**src/rtl/fp_writeback_queue.sv**
```systemverilog
// fp_writeback_queue
// In-order write-back buffer between the FP execution units and the single
// register-file write port. Pending entries are forwarded to both operand
// read ports so readers always observe the newest value for a register.
//
// Handshake: a result transfers on a rising edge where in_valid & in_ready
// are both 1; in_valid/in_data/in_dest must be held stable until then.
// On the write side, wb_we is the write strobe and wb_stall is the
// register file's back-pressure; an entry retires on an edge where wb_we=1.
module fp_writeback_queue #(
  parameter int DEPTH = 4,
  parameter int DW    = 64,
  parameter int AW    = 4
) (
  input  logic                       clk,
  input  logic                       rst,
  input  logic                       in_valid,
  output logic                       in_ready,
  input  logic [DW-1:0]              in_data,
  input  logic [AW-1:0]              in_dest,
  input  logic                       wb_stall,
  output logic                       wb_we,
  output logic [AW-1:0]              wb_addr,
  output logic [DW-1:0]              wb_data,
  input  logic [AW-1:0]              q_addr1,
  input  logic [AW-1:0]              q_addr2,
  output logic                       hit1,
  output logic                       hit2,
  output logic [DW-1:0]              fwd1,
  output logic [DW-1:0]              fwd2,
  output logic [$clog2(DEPTH):0]     count,
  output logic                       full,
  output logic                       empty
);

  localparam int PW = $clog2(DEPTH);
  localparam int CW = PW + 1;

  logic [DEPTH-1:0]  valid_q;
  logic [AW-1:0]     dest_q [DEPTH];
  logic [DW-1:0]     data_q [DEPTH];
  logic [PW-1:0]     wp_q;
  logic [PW-1:0]     rp_q;
  logic [CW-1:0]     count_q;

  logic push;
  logic pop;

  assign count    = count_q;
  assign full     = (count_q == CW'(DEPTH));
  assign empty    = (count_q == '0);
  // A pop in the same cycle does not free a slot for a push while full.
  assign in_ready = !full && !rst;
  assign push     = in_valid && in_ready;

  // Head presentation straight from the registered head entry.
  assign wb_we    = !empty && !wb_stall;
  assign wb_addr  = empty ? '0 : dest_q[rp_q];
  assign wb_data  = empty ? '0 : data_q[rp_q];
  assign pop      = wb_we;

  // Walk entries oldest to youngest so the last match (youngest) wins.
  function automatic logic [DW:0] lookup(input logic [AW-1:0] a);
    logic [DW:0]   r;
    logic [PW-1:0] idx;
    r   = '0;
    idx = '0;
    for (int k = 0; k < DEPTH; k++) begin
      idx = rp_q + PW'(k);
      if (valid_q[idx] && (dest_q[idx] == a)) begin
        r = {1'b1, data_q[idx]};
      end
    end
    return r;
  endfunction

  // Operand forwarding for both read ports.
  always_comb begin
    {hit1, fwd1} = lookup(q_addr1);
    {hit2, fwd2} = lookup(q_addr2);
  end

  // Entry storage, pointers and occupancy.
  always_ff @(posedge clk or posedge rst) begin
    if (rst) begin
      valid_q <= '0;
      wp_q    <= '0;
      rp_q    <= '0;
      count_q <= '0;
      for (int i = 0; i < DEPTH; i++) begin
        dest_q[i] <= '0;
        data_q[i] <= '0;
      end
    end else begin
      if (pop) begin
        valid_q[rp_q] <= 1'b0;
        rp_q          <= rp_q + 1'b1;
      end
      // Push slot differs from pop slot unless empty, where pop is 0.
      if (push) begin
        valid_q[wp_q] <= 1'b1;
        dest_q[wp_q]  <= in_dest;
        data_q[wp_q]  <= in_data;
        wp_q          <= wp_q + 1'b1;
      end
      case ({push, pop})
        2'b10:   count_q <= count_q + 1'b1;
        2'b01:   count_q <= count_q - 1'b1;
        default: count_q <= count_q;
      endcase
    end
  end

endmodule

```
**config.mk**
```make
export PLATFORM = sky130hd
export DESIGN_NAME = fp_writeback_queue
export DESIGN_NICKNAME = d
export VERILOG_FILES = /design/src/rtl/fp_writeback_queue.sv
export SDC_FILE = /design/constraint.sdc
export NUM_CORES = 1
export LEC_CHECK = 0
export CORE_MARGIN = 2
export CORE_UTILIZATION = 40
export DETAILED_ROUTE_END_ITERATION = 6
export PLACE_DENSITY_LB_ADDON = 0.2
export SLEW_MARGIN = 25
export SYNTH_ARGS = -nofsm -noshare
export SYNTH_HDL_FRONTEND = slang
export SYNTH_SLANG_ARGS = --single-unit
```
**constraint.sdc**
```tcl
create_clock -name clk -period 15.6 [get_ports clk]
set_clock_uncertainty 0.05 [all_clocks]
set_input_delay 1.56 -clock clk [delete_from_list [all_inputs] [get_ports clk]]
set_output_delay 1.56 -clock clk [all_outputs]
set_load 0.02 [all_outputs]
```
# After elaboration in Yosys (flattened, before gate mapping)
# Cells that the tools add are included.
[op_classes] n_addsub=6 order_cmp=13 n_eq_ne=11 n_mux=55 bitwise_logic=8 reduce_logical=20
[op_table] operator="$mux 64" n=10
[op_table] operator="$mux 65" n=8
[op_table] operator="$bmux 64 s2" n=4
[op_table] operator="$bwmux 256" n=1
[op_table] operator="$demux 64 s2" n=1
[op_table] operator="$mux 4" n=12
[op_table] operator="$bmux 4 s2" n=4
[op_table] operator="$eq 4x4->1" n=8
[op_table] operator="$bwmux 16" n=1
[op_table] operator="$ge 3x3->1 const B" n=5
[op_table] operator="$lt 2x3->1 const B" n=5
[op_table] operator="$not 2->3" n=5
[op_table] operator="$logic_and 1x1->1" n=14
[op_table] operator="$bmux 1 s2" n=4
[op_table] operator="$demux 4 s2" n=1
[op_table] operator="$mux 1" n=6
[op_table] operator="$pmux 3 s2" n=1
[op_table] operator="$add 2x1->2 const B" n=2
[op_table] operator="$add 2x2->2 const B" n=2
[op_table] operator="$and 4x4->4" n=1
[op_table] operator="$demux 1 s2" n=2
[op_table] operator="$ge 2x1->1 const B" n=2
[op_table] operator="$logic_not 1->1" n=4
[op_table] operator="$not 4->4" n=1
[op_table] operator="other kinds (9)" n=9
[word_totals] regBits=283 in_bits=80 out_inout_bits=205 wordCells=125

# Logic depth before layout (Yosys ltp)
[logic_depth] ltp_word=10 ltp_mapped=16 ltp_nobuf=11

# Worst setup path before layout
# OpenSTA, ideal clock, no wires.
[synth_path] path_kind="reg2out" startpoint="reg rp_q[1]" endpoint="out fwd2[0]" arrival_time_ns=4.022 required_time_ns=13.990 path_slack_ns=9.968 path_stages_with_launch=17 n_path_buf=8 path_cell_list="dfrtp_1 buf_2 buf_2 buf_2 buf_2 inv_1 ha_1 buf_6 mux4_2 xnor2_1 nand4_1 or2_1 clkbuf_1 buf_6 buf_4 mux2i_1 o211ai_1"
[synth_via] elab_chain_len=10
[synth_rtl] element="start: declaration" line_no="43" text="logic [PW-1:0] rp_q;"
[synth_rtl] element="start signal: assignment" line_no="97" text="rp_q <= rp_q + 1'b1;"
[synth_rtl] element="$add 2x1->2 / $not 2->3 (equally long branches)" line_no="69, 70, 71"
[synth_rtl] element="$not 2->3 (not written as such) / $bmux 4 s2 (equally long branches)" line_no="70, 71"
[synth_rtl] element="$bmux 4 s2 / $mux 4 (equally long branches)" line_no="70" text="if (valid_q[idx] && (dest_q[idx] == a)) begin"
[synth_rtl] element="$mux 4 (not written as such)" line_no="70"
[synth_rtl] element="$mux 4 (not written as such) / $eq 4x4->1 (equally long branches)" line_no="70"
[synth_rtl] element="$eq 4x4->1 / $logic_and 1x1->1 (equally long branches)" line_no="70"
[synth_rtl] element="$logic_and 1x1->1 / $mux 65 (equally long branches)" line_no="70"
[synth_rtl] element="$mux 65 (2 in a row)" line_no="70"
[synth_rtl] element="$mux 65 *" line_no="70"
[synth_rtl] element="end: declaration" line_no="30" text="output logic [DW-1:0] fwd2,"
# Every way passes the cells marked *; elsewhere a longest branch is shown, timed or not. The select of a mux whose other input is x is not followed.

# Final worst setup path
[layout_path] startpoint="reg rp_q[0]" endpoint="out fwd1[55]"
[layout_via] elab_chain_len=10
[layout_rtl] element="$add 2x1->2 / $not 2->3 (equally long branches)" line_no="69, 70, 71"
[layout_rtl] element="$not 2->3 (not written as such) / $bmux 4 s2 (equally long branches)" line_no="70, 71"
[layout_rtl] element="$bmux 4 s2 / $mux 4 (equally long branches)" line_no="70"
[layout_rtl] element="$mux 4 (not written as such)" line_no="70"
[layout_rtl] element="$mux 4 (not written as such) / $eq 4x4->1 (equally long branches)" line_no="70"
[layout_rtl] element="$eq 4x4->1 / $logic_and 1x1->1 (equally long branches)" line_no="70"
[layout_rtl] element="$logic_and 1x1->1 / $mux 65 (equally long branches)" line_no="70"
[layout_rtl] element="$mux 65 (2 in a row)" line_no="70"
[layout_rtl] element="$mux 65 *" line_no="70"
[layout_rtl] element="end: declaration" line_no="29" text="output logic [DW-1:0] fwd1,"
# Marked as above.

==> impl_metrics.py <==
metrics = {
    "run_status": {
        "status": "complete, no violations",
    },
    "drt": {
        "ant_nets": 0,
        "wl_per_cell_um": 26.2,
        "route.detailed.drc": 0,
        "drt-initial-drc-count": 1328,
        "via_per_inst": 6.48,
        "drt_first_pass_iters": 7,
        "wl_mm": 68.4,
        "vias": 16900,
    },
    "clocking": {
        "cts_tree": "yes",
        "cts-root-buf": "clkbuf_16",
        "cts_max_level": 2,
        "clk_pin_slew_worst_paths_ns": 0.06,
        "cts_max_path_buffers": 3,
        "clock_latency_ns": 0.54,
        "cts_resized": 0,
        "cts_sinks": 283,
        "holdBufCountCts": 0,
        "numCtsBuffers": 36,
        "cts_setup_buffers": 0,
    },
    "timing": {
        "max_slew_margin_pct": 28.9,
        "setup_violations": 0,
        "rsz0062_at_grt": "false",
        "finalHoldViolations": 0,
        "hold-worst-slack_ns": 0.502,
        "setup_tns_ns": 0,
        "period_minus_slack_ns": 8.91,
        "worst_pin_slew_ns": 1.07,
        "fin_crit_sh_pct": 57.1,
        "final_max_slew_viol_count": 0,
        "max_freq_mhz": 112,
    },
    "floorplan": {
        "initial_core_util_pct": 40.5,
        "core_area_sq_um": 53900,
        "die_h_um": 238,
        "die_area_sq_um": 56500,
        "std_cell_rows": 85,
        "chipWidth_um": 238,
        "ios": 285,
    },
    "job": {
        "maxCapViolations": 0,
    },
    "power_and_ir_drop": {
        "power.density_nw_per_um2": 289,
        "ir_worst_vdd_mv": 0.186,
        "p_leak_nw": 10.0,
        "switching_share_pct": 43.4,
        "clkPwrFrac_pct": 10.5,
        "p_int_mw": 4.29,
        "combPwrFrac_pct": 68.6,
        "p_sw_mw": 3.30,
        "seqPwrFrac_pct": 20.9,
    },
    "finish": {
        "area_delta_synth_final_pct": 20.2,
        "fillCellCount": 4650,
        "finalNetCount": 1973,
        "multiInputGateArea_sq_um": 13800,
        "drive_gt1_share_pct": 33.9,
        "regArea_sq_um": 7090,
    },
    "synthesis": {
        "syn-num-nets": 1797,
        "synth_area_leaders": "dfrtp_1, mux4_2, mux2_2",
        "yosysTopAreaCellShare_pct": 32.4,
        "synthTopCellsByCount": "dfrtp_1, mux2_2, mux4_2",
        "synth_most_common_cell": "dfrtp_1",
        "synth_area_sq_um": 21900,
        "yosysUniqueCellTypes": 40,
        "synthCells": 1707,
        "synthArstFlopShare_pct": 100,
        "synth_edf_count": 0,
        "synth-warning-count": 0,
        "ys_ff_latch": 283,
        "yosysTopAreaCell": "dfrtp_1",
        "synth_ff_type": "dfrtp_1",
        "synth.avg_cell_area_sq_um": 12.8,
        "synth_seq_area_share_pct": 32.4,
    },
    "placement": {
        "gp_congestion": 0.842,
        "portBuffers": 284,
        "dp_hpwl_mm": 42.7,
    },
    "global_route": {
        "antenna_found_initial": 12,
        "busiest_layer": "met2",
        "use_met2_pct": 38.8,
        "grt_use_met3_pct": 4.78,
        "grt_use_met1_pct": 31.4,
        "grt_pass1_vias": 17200,
        "grt_usage_pct": 24.0,
        "overflow": 0,
        "grt_first_pass_wirelength_mm": 104,
        "grt_max_degree": 174,
    },
    "min_path": {
        "hold_class": "reg2reg",
        "min_path_cells": 2,
        "min_from": "valid_q[2]",
    },
    "worst_setup_path": {
        "cp-startpoint": "rp_q[0]",
        "crit_required_ns": 13.99,
        "path_class": "reg2out",
        "cp.arrival_ns": 7.30,
        "critPathCaptureType": "output port",
        "r2r_start": "rp_q[0]",
        "r2r_cells": 5,
        "crit_fanout": 56,
        "startpoint_type": "register",
    },
}
-- final cells by class --
cell class,instances,share of cell area (%)
multi-input combinational,1177,52.4
sequential,283,27.0
timing repair buffer,312,11.9
clock buffer,57,4.15
tap,696,3.31
inverter,73,1.07
clock inverter,5,0.119
antenna,8,0.0762
-- path summary, 6_finish.rpt --
check / to / slack [ns]
max: fwd1[55] / 6.69
max in group asynchronous: data_q[31] / 12.55
min in group asynchronous: count[1] / 1.51
max reg2reg: rp_q[1] / 12.27
min: valid_q[2] / 0.50
min reg2reg: valid_q[2] / 0.50
-- per-layer routing --
layer | vias to the layer above | routed length, um
met5 | - | 42
met4 | 6 | 2250
met3 | 131 | 5000
met2 | 787 | 33300
met1 | 8879 | 27800
li1 | 7112 | -
-- registers in the layout (all words and copies together) (netlist names) --
register,flops
data_q,256
dest_q,16
valid_q,4
count,3
rp_q,2
wp_q,2
-- cell families after synthesis --
group           Yosys count  synth area share [%]
compound gates          272                  9.68
mux                     612                  45.2
xor+xnor                 37                  1.48
fa+ha+maj                10                 0.607
flops                   283                  32.4
buf+inv                 247                  4.97
simple gates            246                  5.65
-- per-stage QoR --
stage | power (mW) | cells | cell area [sq um] | utilization, % | setup slack (ns)
2_1_floorplan | 5.16 | 1707 | 21900 | - | 6.18
3_3_place_gp | 6.69 | 2539 | 25100 | 46.5 | 7.38
3_5_place_dp | 6.78 | 2540 | 25100 | 46.6 | 7.22
4_1_cts | 7.62 | 2602 | 26200 | 48.7 | 6.62
5_1_grt | 8.04 | 2610 | 26300 | 48.7 | 6.27
6_report | 7.59 | 2611 | 26300 | 48.8 | 6.69
-- power by group through the flow --
stage               Combinational, mW  Clock [mW]  Sequential, mW
finish                           5.20       0.800            1.59
global route                     5.53       0.850            1.66
CTS                              5.23       0.822            1.57
detailed placement               5.19           0            1.58
global placement                 5.15           0            1.53
floorplan                        3.76           0            1.39
-- critical path, stage by stage (launching register included) --
cell             delay (ns)
dfrtp_4                0.86
inv_1                  0.32
ha_4                   0.98
buf_4                  0.79
mux2_2                 0.41
o21ai_1                0.65
o2111a_2               1.05
buf_4                  0.57
a221o_1                0.24
a22o_1                 0.17
clkdlybuf4s50_1        0.62
-- cells in the final DEF (no fill, tap or decap), types with 37 or more instances in the layout --
master and n:
mux4_2 273, dfrtp_1 281, a21oi_1 64, nand3_1 66
a22o_1 64, mux2_2 273, mux2i_1 66, nand2_1 84
clkdlybuf4s50_1 284, a221o_1 64, nor2b_1 70, clkbuf_16 37
o211ai_1 62, inv_1 72
Note: power is estimated with default switching activity, not from simulation.
